--- config.mk ---
export PLATFORM = sky130hd
export DESIGN_NAME = spi_slave_if_flat
export DESIGN_NICKNAME = d
export VERILOG_FILES = /design/src/rtl/spi_slave_if_pkg.sv /design/src/rtl/spi_slave_if_if.sv /design/src/rtl/spi_sync_edge.sv /design/src/rtl/spi_slave_if.sv /design/src/flat_wrapper.sv
export SDC_FILE = /design/constraint.sdc
export NUM_CORES = 1
export LEC_CHECK = 0
export BUFFER_PORTS_ARGS = -buffer_cell sky130_fd_sc_hd__buf_2
export CORE_MARGIN = 4
export CORE_UTILIZATION = 52
export CTS_CLUSTER_SIZE = 12
export DETAILED_ROUTE_END_ITERATION = 7
export PLACE_DENSITY = 0.82
export SYNTH_ARGS = -nofsm -noshare
export SYNTH_HDL_FRONTEND = slang
export SYNTH_SLANG_ARGS = --single-unit
--- constraint.sdc ---
create_clock -name clk -period 1.75 [get_ports clk]
set_input_delay 0.35 -clock clk [delete_from_list [all_inputs] [get_ports clk]]
set_output_delay 0.35 -clock clk [all_outputs]
set_load 0.1 [all_outputs]
--- src/rtl/spi_slave_if_pkg.sv ---
// Shared types and constants for the SPI mode-0 slave protocol engine.
// Imported by the bus interface and by every module of the engine.
package spi_slave_if_pkg;

  localparam int unsigned DataWidth = 8;

  localparam logic [DataWidth-1:0] CmdWrDefault = 8'h02;
  localparam logic [DataWidth-1:0] CmdRdDefault = 8'h03;

  typedef enum logic [2:0] {
    StIdle   = 3'd0,
    StCmd    = 3'd1,
    StAddr   = 3'd2,
    StWdata  = 3'd3,
    StRdata  = 3'd4,
    StIgnore = 3'd5
  } state_e;

  // Register addresses wrap 8'hFF -> 8'h00.
  function automatic logic [DataWidth-1:0] addr_inc(input logic [DataWidth-1:0] addr);
    return addr + DataWidth'(1);
  endfunction

endpackage

--- src/rtl/spi_slave_if_if.sv ---
// SPI pad signals plus the register-bank port, bundled for the slave engine.
// The slave modport is the engine's view; master is the pads/bank side.
interface spi_slave_if_if;
  import spi_slave_if_pkg::*;

  logic                 spi_sclk;
  logic                 spi_cs_n;
  logic                 spi_mosi;
  logic                 spi_miso;
  logic                 spi_miso_oe;
  logic                 reg_wr_en;
  logic [DataWidth-1:0] reg_datin;
  logic [DataWidth-1:0] reg_addr;
  logic [DataWidth-1:0] reg_out;
  logic                 frame_active;

  modport slave (
    input  spi_sclk,
    input  spi_cs_n,
    input  spi_mosi,
    input  reg_out,
    output spi_miso,
    output spi_miso_oe,
    output reg_wr_en,
    output reg_datin,
    output reg_addr,
    output frame_active
  );

  modport master (
    output spi_sclk,
    output spi_cs_n,
    output spi_mosi,
    output reg_out,
    input  spi_miso,
    input  spi_miso_oe,
    input  reg_wr_en,
    input  reg_datin,
    input  reg_addr,
    input  frame_active
  );

endinterface

--- src/rtl/spi_sync_edge.sv ---
// Multi-flop synchroniser for an asynchronous pin, with rise/fall pulses
// on the synchronised level (one clk wide each).
module spi_sync_edge #(
  parameter int unsigned SYNC_STAGES = 2,
  parameter bit          RESET_VAL   = 1'b0
) (
  input  logic clk,
  input  logic rst_n,
  input  logic din,
  output logic level,
  output logic rise,
  output logic fall
);

  logic [SYNC_STAGES-1:0] sync_q;
  logic                   prev_q;

  always_ff @(posedge clk or negedge rst_n) begin
    if (!rst_n) begin
      sync_q <= {SYNC_STAGES{RESET_VAL}};
      prev_q <= RESET_VAL;
    end else begin
      sync_q <= {sync_q[SYNC_STAGES-2:0], din};
      prev_q <= sync_q[SYNC_STAGES-1];
    end
  end

  assign level = sync_q[SYNC_STAGES-1];
  assign rise  = level & ~prev_q;
  assign fall  = ~level & prev_q;

endmodule

--- src/rtl/spi_slave_if.sv ---
// SPI mode-0 slave: oversamples the SPI pins, decodes cmd/addr/data bytes,
// drives the register bank write port and serialises its read data on MISO.
module spi_slave_if
  import spi_slave_if_pkg::*;
#(
  parameter int unsigned          SYNC_STAGES = 2,
  parameter logic [DataWidth-1:0] CMD_WR      = CmdWrDefault,
  parameter logic [DataWidth-1:0] CMD_RD      = CmdRdDefault
) (
  input logic           clk,
  input logic           rst_n,
  spi_slave_if_if.slave bus
);

  logic sclk_rise;
  logic sclk_fall;
  logic unused_sclk_level;
  logic cs_level;
  logic cs_rise;
  logic cs_fall;
  logic mosi_s;

  spi_sync_edge #(
    .SYNC_STAGES(SYNC_STAGES),
    .RESET_VAL  (1'b0)
  ) u_sync_sclk (
    .clk  (clk),
    .rst_n(rst_n),
    .din  (bus.spi_sclk),
    .level(unused_sclk_level),
    .rise (sclk_rise),
    .fall (sclk_fall)
  );

  // cs_n resets as "asserted" so a cs_n already low at reset release never
  // looks like a falling edge; a fresh high-then-low is needed to start.
  spi_sync_edge #(
    .SYNC_STAGES(SYNC_STAGES),
    .RESET_VAL  (1'b0)
  ) u_sync_cs (
    .clk  (clk),
    .rst_n(rst_n),
    .din  (bus.spi_cs_n),
    .level(cs_level),
    .rise (cs_rise),
    .fall (cs_fall)
  );

  logic [SYNC_STAGES-1:0] mosi_sync_q;

  always_ff @(posedge clk or negedge rst_n) begin
    if (!rst_n) begin
      mosi_sync_q <= '0;
    end else begin
      mosi_sync_q <= {mosi_sync_q[SYNC_STAGES-2:0], bus.spi_mosi};
    end
  end

  assign mosi_s = mosi_sync_q[SYNC_STAGES-1];

  state_e               state_q, state_d;
  logic                 wr_flag_q, wr_flag_d;
  logic [2:0]           bit_cnt_q, bit_cnt_d;
  logic [DataWidth-2:0] rx_shift_q, rx_shift_d;
  logic [DataWidth-1:0] tx_shift_q, tx_shift_d;
  logic [DataWidth-1:0] addr_q, addr_d;
  logic [DataWidth-1:0] datin_q, datin_d;
  logic                 wr_en_q, wr_en_d;
  logic                 frame_q, frame_d;
  logic                 oe_q;

  logic                 in_frame;
  logic                 sample;
  logic                 shift;
  logic                 byte_done;
  logic [DataWidth-1:0] rx_byte;

  assign in_frame  = (state_q != StIdle) && !cs_level;
  assign sample    = sclk_rise && in_frame;
  assign shift     = sclk_fall && in_frame;
  assign byte_done = sample && (bit_cnt_q == 3'd7);
  assign rx_byte   = {rx_shift_q, mosi_s};

  always_comb begin
    state_d    = state_q;
    wr_flag_d  = wr_flag_q;
    bit_cnt_d  = bit_cnt_q;
    rx_shift_d = rx_shift_q;
    addr_d     = addr_q;
    datin_d    = datin_q;
    wr_en_d    = 1'b0;
    frame_d    = frame_q;

    // Address moves only once the write strobe has been seen by the bank.
    if (wr_en_q) begin
      addr_d = addr_inc(addr_q);
    end

    if (sample) begin
      rx_shift_d = rx_byte[DataWidth-2:0];
      bit_cnt_d  = bit_cnt_q + 3'd1;
    end

    if (cs_rise) begin
      state_d   = StIdle;
      frame_d   = 1'b0;
      bit_cnt_d = 3'd0;
    end else begin
      unique case (state_q)
        StIdle: begin
          if (cs_fall) begin
            state_d   = StCmd;
            bit_cnt_d = 3'd0;
            frame_d   = 1'b1;
          end
        end
        StCmd: begin
          if (byte_done) begin
            if (rx_byte == CMD_WR) begin
              state_d   = StAddr;
              wr_flag_d = 1'b1;
            end else if (rx_byte == CMD_RD) begin
              state_d   = StAddr;
              wr_flag_d = 1'b0;
            end else begin
              state_d = StIgnore;
            end
          end
        end
        StAddr: begin
          if (byte_done) begin
            addr_d  = rx_byte;
            state_d = wr_flag_q ? StWdata : StRdata;
          end
        end
        StWdata: begin
          if (byte_done) begin
            datin_d = rx_byte;
            wr_en_d = 1'b1;
          end
        end
        StRdata: begin
          // Bumped early so the registered bank data is ready by the next fall.
          if (byte_done) begin
            addr_d = addr_inc(addr_q);
          end
        end
        StIgnore: begin
        end
        default: begin
          state_d = StIdle;
        end
      endcase
    end
  end

  always_comb begin
    tx_shift_d = tx_shift_q;
    if (state_q != StRdata) begin
      tx_shift_d = '0;
    end else if (shift) begin
      tx_shift_d = (bit_cnt_q == 3'd0) ? bus.reg_out : {tx_shift_q[DataWidth-2:0], 1'b0};
    end
  end

  always_ff @(posedge clk or negedge rst_n) begin
    if (!rst_n) begin
      state_q    <= StIdle;
      wr_flag_q  <= 1'b0;
      bit_cnt_q  <= 3'd0;
      rx_shift_q <= '0;
      tx_shift_q <= '0;
      addr_q     <= '0;
      datin_q    <= '0;
      wr_en_q    <= 1'b0;
      frame_q    <= 1'b0;
      oe_q       <= 1'b0;
    end else begin
      state_q    <= state_d;
      wr_flag_q  <= wr_flag_d;
      bit_cnt_q  <= bit_cnt_d;
      rx_shift_q <= rx_shift_d;
      tx_shift_q <= tx_shift_d;
      addr_q     <= addr_d;
      datin_q    <= datin_d;
      wr_en_q    <= wr_en_d;
      frame_q    <= frame_d;
      oe_q       <= ~cs_level;
    end
  end

  assign bus.spi_miso     = tx_shift_q[DataWidth-1];
  assign bus.spi_miso_oe  = oe_q;
  assign bus.reg_wr_en    = wr_en_q;
  assign bus.reg_datin    = datin_q;
  assign bus.reg_addr     = addr_q;
  assign bus.frame_active = frame_q;

endmodule

--- src/flat_wrapper.sv ---
// flat-port wrapper written by rule: the top's interface ports become plain ports
module spi_slave_if_flat import spi_slave_if_pkg::*;
#(
  parameter int unsigned          SYNC_STAGES = 2,
  parameter logic [DataWidth-1:0] CMD_WR      = CmdWrDefault,
  parameter logic [DataWidth-1:0] CMD_RD      = CmdRdDefault
)
  (clk, rst_n, bus_spi_sclk, bus_spi_cs_n, bus_spi_mosi, bus_reg_out, bus_spi_miso, bus_spi_miso_oe, bus_reg_wr_en, bus_reg_datin, bus_reg_addr, bus_frame_active);
  spi_slave_if_if bus_i ();
  input logic clk;
  input logic rst_n;
  input wire logic [$bits(bus_i.spi_sclk)-1:0] bus_spi_sclk;
  input wire logic [$bits(bus_i.spi_cs_n)-1:0] bus_spi_cs_n;
  input wire logic [$bits(bus_i.spi_mosi)-1:0] bus_spi_mosi;
  input wire logic [$bits(bus_i.reg_out)-1:0] bus_reg_out;
  output wire logic [$bits(bus_i.spi_miso)-1:0] bus_spi_miso;
  output wire logic [$bits(bus_i.spi_miso_oe)-1:0] bus_spi_miso_oe;
  output wire logic [$bits(bus_i.reg_wr_en)-1:0] bus_reg_wr_en;
  output wire logic [$bits(bus_i.reg_datin)-1:0] bus_reg_datin;
  output wire logic [$bits(bus_i.reg_addr)-1:0] bus_reg_addr;
  output wire logic [$bits(bus_i.frame_active)-1:0] bus_frame_active;
  assign bus_i.spi_sclk = bus_spi_sclk;
  assign bus_i.spi_cs_n = bus_spi_cs_n;
  assign bus_i.spi_mosi = bus_spi_mosi;
  assign bus_i.reg_out = bus_reg_out;
  assign bus_spi_miso = bus_i.spi_miso;
  assign bus_spi_miso_oe = bus_i.spi_miso_oe;
  assign bus_reg_wr_en = bus_i.reg_wr_en;
  assign bus_reg_datin = bus_i.reg_datin;
  assign bus_reg_addr = bus_i.reg_addr;
  assign bus_frame_active = bus_i.frame_active;
  spi_slave_if #(.SYNC_STAGES(SYNC_STAGES), .CMD_WR(CMD_WR), .CMD_RD(CMD_RD)) u_core (.clk(clk), .rst_n(rst_n), .bus(bus_i));
endmodule
== Yosys cells after proc, flatten, opt, wreduce, memory -nomap -nowiden ==
Index checks and enable logic that the tools add are counted.
Word-level totals
  input bits: 13
  bits in latches: 0
  output and inout port bits: 20
  RAM bits: 0
  memories kept: 0
  flip-flop bits (word level): 49
  bits in read-only memories: 0
Operators by class
  multiply operators: 0
  reductions and logical operators: 17
  divide/modulo/power cells: 0
  shift operators: 0
  equal/unequal tests: 13
  order comparisons: 0
  bitwise logic cells: 9
  add/sub/neg operators: 2
  mux-type cells: 28
Operators by type and width (number)
  8-bit two-way mux: 7
  3-bit two-way mux: 11
  8-bit by 2-bit == test with 1-bit output, second input constant: 2
  8-bit one-hot mux with 2 select lines: 1
  3-bit one-hot mux with 4 select lines: 1
  3-bit == test, second input constant: 3
  3-bit by 1-bit != test with 1-bit output, second input constant: 3
  8-bit by 1-bit adder with 8-bit output, second input constant: 1
  1-bit two-way mux: 8
  4-bit AND reduction: 2
  2-bit nonzero test: 4
  3-bit by 2-bit == test with 1-bit output, second input constant: 2
  3-bit logical NOT: 2
  1-bit inverter: 5
  1-bit AND: 4
  1-bit logical AND: 4
  3-bit by 1-bit adder with 3-bit output, second input constant: 1
  3-bit by 1-bit == test with 1-bit output, second input constant: 1
  3-bit != test, second input constant: 1
  3-bit AND reduction: 1
  3-bit nonzero test: 1
  3-bit OR reduction: 1
  2-bit by 1-bit != test with 1-bit output, second input constant: 1
  2-bit AND reduction: 1
  1-bit logical NOT: 1

== Longest topological paths before layout ==
Gate-level depths: netlist of the first run.
  depth in word-level cells: 7
  mapped depth: 7

== By module ==
From an unflattened synthesis of the first run, not the netlist that was laid out.
Second synthesis, totals
  cells, all modules: 236
  area, all modules: 2448.6 µm²
Modules (own cells, without submodules)
  spi_slave_if: seq. area each 1076.0 µm², instances 1, area each 2268.4 µm², cells an instance 226
  spi_sync_edge: seq. area each 75.1 µm², instances 2, area each 90.1 µm², cells an instance 5

== Worst setup path after synthesis of the first run ==
OpenSTA, ideal clock, no wires.
  kind: register to register
  start point: register u_core.addr_q[2], in the netlist u_core.bus.reg_addr[2]
  end point: register u_core.addr_q[4], in the netlist u_core.bus.reg_addr[4]
  path slack: -0.499 ns
  cell stages (with the launch flop): 6
  buffers on the path: 1
  setup time: 0.126 ns
  data arrival time: 2.123 ns
  clock period less this slack: 2.249 ns
  data required time: 1.624 ns
  cells stage by stage: dfrtp_1 > buf_2 > nand2_1 > a2111oi_4 > xor2_1 > a221o_1
On the way
  cells in the longest elaborated chain, start to end: 5
  elaborated cells between the ends (all ways): 6
RTL lines
  start: declaration: RTL line spi_slave_if.sv:66  | logic [DataWidth-1:0] addr_q, addr_d;
  start signal: assignment: RTL line spi_slave_if.sv:184  | addr_q <= addr_d;
  8-bit by 1-bit adder with 8-bit output *: RTL line spi_slave_if_pkg.sv:21  | return addr + DataWidth'(1);
  8-bit two-way mux: RTL line spi_slave_if.sv:95  | if (wr_en_q) begin
  8-bit two-way mux (on tied branches): RTL line spi_slave_if.sv:144, spi_slave_if.sv:131
  8-bit one-hot mux with 2 select lines: RTL line spi_slave_if.sv:109  | unique case (state_q)
  8-bit two-way mux *: RTL line spi_slave_if.sv:104  | if (cs_rise) begin
  net u_core.addr_d[4]: RTL line spi_slave_if.sv:66
The timed path passes the listed nets; every way through them passes the cells marked *.
A chain may end at the register's enable or synchronous reset.

== Worst setup path after layout of the first run ==
  start point: register u_core.bit_cnt_q[1]
  end point: register u_core.state_q[1]
On the way
  cells in the longest elaborated chain, start to end: 4
  elaborated cells between the ends (all ways): 5
RTL lines
  start: declaration: RTL line spi_slave_if.sv:63  | logic [2:0] bit_cnt_q, bit_cnt_d;
  start signal: assignment: RTL line spi_slave_if.sv:181  | bit_cnt_q <= bit_cnt_d;
  3-bit == test *: RTL line spi_slave_if.sv:81  | assign byte_done = sample && (bit_cnt_q == 3'd7);
  1-bit logical AND *: RTL line spi_slave_if.sv:81
  3-bit by 1-bit != test with 1-bit output (no line)
  4-bit AND reduction (no line) *
  end signal: assignment: RTL line spi_slave_if.sv:168  | state_q <= StIdle;
  end signal: assignment: RTL line spi_slave_if.sv:179  | state_q <= state_d;
  end: declaration: RTL line spi_slave_if.sv:61  | state_e state_q, state_d;
Mark *: on every way between the ends. The rest lies on a longest branch, timed or not.

==> impl_metrics.yaml, run 1 <==
drt:
  drt-vias-per-instance: 5.71
  wl_per_cell_um: 16.6
  vias: 2050
  ant_nets: 0
  drt_first_pass_iters: 4
  drcViolationCount: 0
  drt_wl_total_mm: 5.95
  drtIter0Drc: 175
logic_synthesis:
  yosys_warnings: 0
  seq_area_frac_synth_pct: 46.6
  synth_most_common_cell: "dfrtp_1"
  syn_avg_cell_area_um2: 11.4
  synth_edf_count: 0
  synth_area_leader_cell: "dfrtp_1"
  synth_top_area_share_pct: 46.6
  syn_inst: 230
  yosys.cell_types.count: 59
  async_reset_ff_share_pct: 100
  ys_top_cells_by_count: "dfrtp_1, nor2_1, mux2_2"
  ys_top_cells_by_area: "dfrtp_1, mux2_2, mux2i_1"
  syn-num-nets: 249
  synthesis.area_mm2: 0.00263
  synth_flop_cell: "dfrtp_1"
  ys_ff_latch: 49
power_and_ir_drop:
  p_comb_share_pct: 36.3
  power_w: 0.00350
  swShare_pct: 36.8
  power.leakage_nw: 1.56
  peakVddDrop_uv: 739
  powerDensity_mw_per_mm2: 1020
  sequentialPowerShare_pct: 39.6
  p_switching_w: 0.00129
  p_int_w: 0.00221
  pwr-share-clk_pct: 24.1
cts:
  ctsRootBufferMaster: "clkbuf_8"
  cts_buffers: 5
  insertion_delay_ns: 0.31
  cts_max_level: 2
  cts_sinks: 49
  path_clk_slew_ns: 0.09
  cts_tree: "yes"
  clockBufferDepth: 2
cells_and_area:
  multiInputGateArea_mm2: 0.00146
  final_nets: 310
  drive_gt1_share_pct: 44.5
  syn2layout_area_growth_pct: 30.9
  n_fill_cell: 347
  n_antenna_cell: 0
  seqCellArea_mm2: 0.00125
  fin_util_pct: 71.5
  design_area_mm2: 0.00344
timing:
  finalWorstSetupSlack_ns: -0.102
  rsz0062_at_grt: "true"
  period_needed_ns: 1.85
  fmax_mhz: 540
  slew_violations: 0
  max_slew_margin_pct: 68.3
  worst_pin_slew_ns: 0.473
  fin_crit_sh_pct: 106
  final-hold-violation-count: 0
  finalSetupViolations: 17
  finClkSkew_ns: 0.00744
  tns_ns: -0.761
outcome:
  violations: "setup timing"
  outcome: "complete, but fails checks"
floorplanning:
  coreArea_mm2: 0.00482
  die-area_mm2: 0.00626
  die-height_um: 79.1
  die_w_um: 79.1
  start_util_pct: 54.6
  top_level_ports: 33
  num_rows: 25
worst_setup_path:
  cp_max_fo: 3
  worst-setup-path-type: "reg2reg"
  crit_family: "compound AO/OA/AOI/OAI gates"
  endpoint_kind: "flip-flop"
  cp.arrival_ns: 2.04
  crit_slowest_cell: "dfrtp_1"
  crit_chain: "ha_2, ha_4, and4bb_2, mux2_4, o211ai_1, o21ai_1"
  ff2ff_setup_slack_ns: -0.10
  startpoint_type: "flip-flop"
  cpPeakStageDelay_ns: 0.39
  cp_data_required_time_ns: 1.93
  path_buf_inv: 0
global_route:
  gr-total-overflow: 0
  grt_max_degree: 50
  grt_pass1_vias: 1991
  grt_pass1_wl_mm: 9.56
  grtUsageTotal_pct: 19.5
  antenna_found_initial: 0
flow_run:
  max-cap-violations: 0
placed_design:
  io_buffers: 32
  place_congestion: 0.927
  pre_cts_ws_ns: -0.247
  place_area_mm2: 0.00302
  dp.final_hpwl_mm: 3.92
min_path:
  hp-class: "in2async"
## per-stage QoR
| step | cells | hold WS (ns) |
|---|---|---|
| after floorplan | 230 | 0.0544 |
| after global placement | 336 | 0.335 |
| after detailed placement | 336 | 0.336 |
| after CTS | 348 | 0.00483 |
| after global routing | 359 | 0.00997 |
| final | 359 | 0.00216 |
## power by group through the flow
stage	clock [W]	sequential (W)	combinational (W)
after detailed placement	0	0.00139	0.00106
after CTS	0.000867	0.00137	0.00111
after floorplan	0	0.00144	0.000724
after global placement	0	0.00138	0.00104
final	0.000841	0.00139	0.00127
after global routing	0.000936	0.00140	0.00136
## cells by family (layout without fill, tap and decap cells)
kind of cell | after synthesis | after routing | share of synthesized area [%]
AND/OR/NAND/NOR | 69 | 69 | 18.5
XOR/XNOR | 8 | 8 | 2.66
adder cells (fa/ha/maj) | 6 | 6 | 2.85
multiplexers | 26 | 26 | 10.7
AO/OA/AOI/OAI | 51 | 51 | 14.1
buffers and inverters | 21 | 83 | 4.56
flip-flops | 49 | 49 | 46.6
## area by class of cell
cell class / instances / area share (%)
inverters: 9 / 0.981
repair buffers: 66 / 14.4
flip-flops and latches: 49 / 36.4
well taps: 67 / 2.43
clock inverters: 3 / 1.38
multi-input cells: 160 / 42.4
clock buffers: 5 / 2.00
## layout by cell type, fill, tap and decap left out, types with 3 or more instances in the layout
master	Yosys	routed
or3_1	4	4
a211oi_1	11	7
mux2i_1	10	7
buf_6	4	5
o21ai_0	10	6
buf_4	1	24
dfrtp_1	49	40
a22oi_1	3	3
a21oi_1	10	10
mux2_1	4	4
mux2_4	0	9
inv_1	9	9
mux2i_2	0	3
nor4_4	2	3
o21ai_1	1	4
buf_2	6	32
mux2_2	12	3
a211oi_2	1	5
dfrtp_4	0	6
nand3_1	5	5
clkbuf_8	0	5
nand2_1	9	9
nor2_1	17	17
ha_1	6	3
dfrtp_2	0	3
xnor2_1	4	4
xor2_1	4	4
buf_12	0	5
## layer usage
layer  GRT usage, %  vias to the layer above  part of all wire [%]  routed length (µm)
met5              0                        -                     0                   0
met4           8.25                        0                   2.0                 117
met3           3.17                       11                   4.3                 253
met2           31.3                       57                    50                3000
met1           26.2                     1014                    43                2580
li1               -                      968                     -                   -
## state kept, by name, indices dropped and copies added (netlist names), 2 cells and up
name,cells
u_core.bus.reg_addr,8
u_core.tx_shift_q,8
u_core.bus.reg_datin,8
u_core.bit_cnt_q,3
u_core.u_sync_sclk.sync_q,2
u_core.mosi_sync_q,2
u_core.state_q,3
u_core.u_sync_cs.sync_q,2
u_core.rx_shift_q,7
## repair_timing
action	4_1_cts	5_1_grt
endpoints found under the setup margin	27	37
buffers inserted	4	11
hold buffers	0	0
gates resized for setup	15	25
pin swaps	8	9
## final timing paths
path,end,cells after the start,from
max in group asynchronous,u_core.bus.reg_wr_en,2,rst_n
setup reg to reg,u_core.state_q[1],6,u_core.bit_cnt_q[1]
hold / removal,u_core.bus.reg_datin[7],2,rst_n
hold reg to reg,u_core.u_sync_sclk.sync_q[1],0,u_core.u_sync_sclk.sync_q[0]
setup / recovery,u_core.state_q[1],6,u_core.bit_cnt_q[1]
min in group clk,u_core.u_sync_cs.sync_q[0],1,bus_spi_cs_n
Note: power is estimated with default switching activity, not from simulation.
==> run 2, diff against run 1 <==
--- a/config.mk
+++ b/config.mk
@@ -7,10 +7,11 @@
 export LEC_CHECK = 0
 export BUFFER_PORTS_ARGS = -buffer_cell sky130_fd_sc_hd__buf_2
 export CORE_MARGIN = 4
-export CORE_UTILIZATION = 52
+export CORE_UTILIZATION = 51
 export CTS_CLUSTER_SIZE = 12
 export DETAILED_ROUTE_END_ITERATION = 7
-export PLACE_DENSITY = 0.82
+export PLACE_DENSITY = 0.81
 export SYNTH_ARGS = -nofsm -noshare
 export SYNTH_HDL_FRONTEND = slang
+export SYNTH_HIERARCHICAL = 1
 export SYNTH_SLANG_ARGS = --single-unit
==> impl_metrics.yaml, run 2 <==
logic_synthesis:
  synth_edf_count: 0
  async_reset_ff_share_pct: 100
  synth_most_common_cell: "dfrtp_1"
  ys_top_cells_by_count: "dfrtp_1, nand2_1, nor2_1"
  seq_area_frac_synth_pct: 50.1
  syn_inst: 236
  syn-num-nets: 253
  ys_top_cells_by_area: "dfrtp_1, mux2_2, mux2i_1"
  synthesis.area_mm2: 0.00245
  yosys_warnings: 6
  synth_area_leader_cell: "dfrtp_1"
  synth_top_area_share_pct: 50.1
  yosys.cell_types.count: 48
  syn_avg_cell_area_um2: 10.4
  synth_flop_cell: "dfrtp_1"
  ys_ff_latch: 49
floorplanning:
  coreArea_mm2: 0.00450
  top_level_ports: 33
  die_w_um: 77.3
  start_util_pct: 54.4
  die-height_um: 77.3
  num_rows: 24
  die-area_mm2: 0.00597
cts:
  cts_sinks: 49
  cts_buffers: 5
  path_clk_slew_ns: 0.08
  cts_hold_buf: 0
  cts_tree: "yes"
  insertion_delay_ns: 0.30
  cts_max_level: 2
  clockBufferDepth: 2
  ctsRootBufferMaster: "clkbuf_8"
global_route:
  grt_pass1_vias: 1888
  grt_pass1_wl_mm: 8.82
  antenna_found_initial: 0
  grt_max_degree: 50
  gr-total-overflow: 0
  grtUsageTotal_pct: 18.3
timing:
  final-hold-violation-count: 0
  fin_crit_sh_pct: 101
  fmax_mhz: 567
  rsz0062_at_grt: "true"
  slew_violations: 0
  finClkSkew_ns: 0.00982
  timing.hold.ws_ns: 0.0188
  worst_pin_slew_ns: 0.488
  period_needed_ns: 1.76
  max_slew_margin_pct: 67.7
  finalSetupViolations: 1
  finalWorstSetupSlack_ns: -0.0124
power_and_ir_drop:
  powerDensity_mw_per_mm2: 956
  peakVddDrop_uv: 653
  power_w: 0.00290
  power.leakage_nw: 1.44
cells_and_area:
  drive_gt1_share_pct: 37.5
  final_cell_mix: "dfrtp_1, buf_2, buf_4, nor2_1, nand2_1"
  stdcell_count: 340
  final_nets: 305
  syn2layout_area_growth_pct: 23.7
  design_area_mm2: 0.00303
  n_fill_cell: 355
  n_antenna_cell: 0
  mostFrequentLayoutCell: "dfrtp_1"
placed_design:
  dp.final_hpwl_mm: 3.72
  place_congestion: 0.901
  pre_cts_ws_ns: -0.0595
  place_area_mm2: 0.00284
  placedCellCount: 332
  io_buffers: 32
outcome:
  violations: "setup timing"
  outcome: "complete, but fails checks"
drt:
  drcViolationCount: 0
  ant_nets: 0
  vias: 1990
  drt_wl_total_mm: 5.24
  drt-vias-per-instance: 5.85
  drt_first_pass_iters: 4
  wl_per_cell_um: 15.4
  drtIter0Drc: 217
worst_setup_path:
  crit_slowest_cell: "or3_4"
  cp_data_required_time_ns: 1.94
  cp_max_fo: 5
  startpoint_type: "flip-flop"
  crit_chain: "ha_2, ha_4, and3b_2, nand2_2, or3_4, a222oi_1"
  cp.arrival_ns: 1.95
  cpPeakStageDelay_ns: 0.38
  worst-setup-path-type: "reg2reg"
  endpoint_kind: "flip-flop"
flow_run:
  max-cap-violations: 0
min_path:
  hp-class: "in2async"
-- run 2: changes by cell type after synthesis, sizes merged, moves of 4 or more --
cell	change
nand2	+12
nor3b	-4
buf	-5
nor2	+5
nor2b	+4
o21ai	+7
nor4b	-4
a211oi	-11
clkbuf	+4
-- run 2: area by class of cell --
cell class / instances / area (µm²) / share of cell area [%]
clock inverter: 1 / 7.51 / 0.248
multi-input combinational: 168 / 1240 / 41.1
timing repair buffer: 56 / 353 / 11.6
tap: 52 / 65.1 / 2.15
clock buffer: 6 / 82.6 / 2.73
sequential: 49 / 1250 / 41.2
inverter: 8 / 30.0 / 0.991
-- run 2: critical path: cells and delay by family, from the launching register on --
family	cells	cell delay, ns
AO/OA/AOI/OAI	1	0.32
flip-flops	1	0.36
AND/OR/NAND/NOR	3	0.66
adder cells (fa/ha/maj)	2	0.31
-- run 2: cell families (layout without fill, tap and decap cells) --
| group | count (synthesis) | after routing | synth area share, % |
|---|---|---|---|
| muxes | 23 | 23 | 10.1 |
| adders and majority gates | 4 | 4 | 2.04 |
| buffers and inverters | 19 | 71 | 3.83 |
| and+or+nand+nor | 79 | 79 | 16.5 |
| xor gates and xnor gates | 12 | 12 | 4.29 |
| DFF | 49 | 49 | 50.1 |
| AOI/OAI and AO/OA | 50 | 50 | 13.2 |
-- run 2: what timing repair did --
action | 4_1_cts | 5_1_grt
buffers inserted | 0 | 1
pin swaps | 2 | 4
gates resized for setup | 5 | 18
setup endpoints to repair | 13 | 15
-- run 2: report_power, final --
group | switching [W] | internal, W
sequential | 0.000148 | 0.00124
clock | 0.000348 | 0.000312
combinational | 0.000541 | 0.000305
-- run 2: final timing paths --
check | endpoint | cells past startpoint | startpoint | slack (ns)
worst min-delay path | u_core/bus.reg_datin[4] | 2 | rst_n | 0.02
worst max register to register | u_core/bus.reg_addr[3] | 6 | u_core/bit_cnt_q[0] | -0.01
worst min register to register | u_core/u_sync_cs/sync_q[1] | 0 | u_core/u_sync_cs/sync_q[0] | 0.36
min in group clk | u_core/u_sync_sclk/sync_q[0] | 1 | bus_spi_sclk | 0.16
max in group asynchronous | u_core/bus.reg_addr[2] | 2 | rst_n | 1.49
worst max-delay path | u_core/bus.reg_addr[3] | 6 | u_core/bit_cnt_q[0] | -0.01
-- run 2: per-layer routing --
metal / share of wire, % / vias to the layer above / GRT usage [%]
met3: 6.3 / 12 / 5.04
li1: - / 943 / -
met4: 1.5 / 0 / 7.30
met2: 50 / 78 / 28.9
met1: 43 / 957 / 23.9
met5: 0 / - / 0
-- run 2: metrics by stage --
step	utilization, %	TNS, ns
floorplan	-	-0.276
global placement	63.0	0
detailed placement	63.0	-0.128
CTS	65.3	-0.136
global route	67.3	-0.297
finish	67.3	-0.0124
==> run 3, diff against run 2 <==
--- a/config.mk
+++ b/config.mk
@@ -11,6 +11,7 @@
 export CTS_CLUSTER_SIZE = 12
 export DETAILED_ROUTE_END_ITERATION = 7
 export PLACE_DENSITY = 0.81
+export REMOVE_ABC_BUFFERS = 1
 export SYNTH_ARGS = -nofsm -noshare
 export SYNTH_HDL_FRONTEND = slang
 export SYNTH_HIERARCHICAL = 1
==> impl_metrics.yaml, run 3 (same netlist as run 2, synthesis figures left out) <==
cells_and_area:
  n_antenna_cell: 0
  final_nets: 315
  multiInputGateArea_mm2: 0.00121
  n_fill_cell: 323
  mostFrequentLayoutCell: "dfrtp_1"
  seqCellArea_mm2: 0.00123
  drive_gt1_share_pct: 34.9
  syn2layout_area_growth_pct: 26.3
  fin_util_pct: 68.7
  final_cell_mix: "dfrtp_1, buf_2, buf_4, nand2_1, nor2_1"
placed_design:
  io_buffers: 32
  place_congestion: 0.860
  dp.final_hpwl_mm: 3.89
  pre_cts_ws_ns: -0.0358
cts:
  cts_sinks: 49
  cts_max_level: 2
  cts_tree: "yes"
  clockBufferDepth: 2
  insertion_delay_ns: 0.30
  cts_buffers: 5
  ctsRootBufferMaster: "clkbuf_8"
  path_clk_slew_ns: 0.08
flow_run:
  max-cap-violations: 0
timing:
  fmax_mhz: 556
  finClkSkew_ns: 0.00460
  rsz0062_at_grt: "true"
  finalSetupViolations: 4
  worst_pin_slew_ns: 0.494
  final-hold-violation-count: 0
  finalWorstSetupSlack_ns: -0.0498
  tns_ns: -0.119
  fin_crit_sh_pct: 103
  slew_violations: 0
  max_slew_margin_pct: 67.3
  period_needed_ns: 1.80
worst_setup_path:
  startpoint_type: "flip-flop"
  ff2ff_path_depth: 6
  r2r-end: "u_core/bus.reg_addr[3]"
  endpoint_kind: "flip-flop"
  cp-endpoint: "u_core/bus.reg_addr[3]"
  cp.arrival_ns: 1.99
  cp-startpoint: "u_core/bit_cnt_q[1]"
  regToRegStartpoint: "u_core/bit_cnt_q[1]"
  cp_max_fo: 5
  ff2ff_setup_slack_ns: -0.05
  cp_data_required_time_ns: 1.94
  worst-setup-path-type: "reg2reg"
min_path:
  hp-class: "in2reg"
power_and_ir_drop:
  power.leakage_nw: 1.53
  peakVddDrop_uv: 697
  powerDensity_mw_per_mm2: 981
floorplanning:
  top_level_ports: 33
  num_rows: 24
  coreArea_mm2: 0.00450
  die-height_um: 77.3
  die_w_um: 77.3
  start_util_pct: 54.4
  die-area_mm2: 0.00597
drt:
  wl_per_cell_um: 16.8
  drt_wl_total_mm: 5.87
  ant_nets: 0
  drcViolationCount: 0
  drtIter0Drc: 210
  drt_first_pass_iters: 6
  vias: 2093
  drt-vias-per-instance: 5.98
outcome:
  violations: "setup timing"
  outcome: "complete, but fails checks"
global_route:
  grtUsageTotal_pct: 18.9
  antenna_found_initial: 0
  grt_max_degree: 34
  grt_pass1_vias: 1924
  gr-total-overflow: 0
  grt_pass1_wl_mm: 9.07
-- run 3: how the worst min path moves through the flow --
stage                  from                           end  slack, ns  depth (start not counted)
2_1_floorplan         rst_n           u_core/bit_cnt_q[0]       0.05                          0
3_3_place_gp          rst_n       u_core/bus.reg_datin[5]       0.30                          1
3_5_place_dp          rst_n       u_core/bus.reg_datin[6]       0.31                          1
4_1_cts        bus_spi_sclk  u_core/u_sync_sclk/sync_q[0]       0.14                          1
5_1_grt        bus_spi_sclk  u_core/u_sync_sclk/sync_q[0]       0.13                          1
6_report       bus_spi_mosi         u_core/mosi_sync_q[0]       0.15                          1
-- run 3: per-layer routing --
metal | vias up | share of wire, % | track usage (%)
met3 | 19 | 7.3 | 5.27
li1 | 959 | - | -
met1 | 1006 | 41 | 25.9
met4 | 0 | 3.7 | 7.30
met5 | - | 0 | 0
met2 | 109 | 48 | 28.5
-- run 3: layout make-up --
type	count	share of cell area (%)
clock buffers	5	2.22
well taps	52	2.10
multi-input cells	168	39.3
clock inverters	2	1.13
inverters	8	0.971
repair buffers	66	14.6
flip-flops and latches	49	39.6
-- run 3: stage by stage --
step / instance area [µm²] / instances / hold slack (ns) / total power, W
2_1_floorplan: 2380 / 225 / 0.0544 / 0.00189
3_3_place_gp: 2840 / 336 / 0.300 / 0.00215
3_5_place_dp: 2840 / 336 / 0.313 / 0.00218
4_1_cts: 2970 / 345 / 0.139 / 0.00296
5_1_grt: 3090 / 350 / 0.130 / 0.00318
6_report: 3090 / 350 / 0.149 / 0.00303
-- run 3: power breakdown --
part           leakage [nW]  internal, W  switching (W)
Combinational         0.825     0.000311       0.000575
Clock                0.0540     0.000415       0.000357
Sequential            0.654      0.00124       0.000139
-- run 3: critical path: stages (launching register included) --
cell	delay (ns)
dfrtp_1	0.36
ha_2	0.19
ha_4	0.12
and3b_2	0.24
nand2_2	0.07
or3_4	0.36
a222oi_1	0.34
-- run 3: timing repair --
item,4_1_cts,5_1_grt
endpoints found under the setup margin,11,25
hold endpoints to repair,16,0
resized for setup,2,27
pin swaps,1,6
setup buffers,1,5
hold buffers,1,0
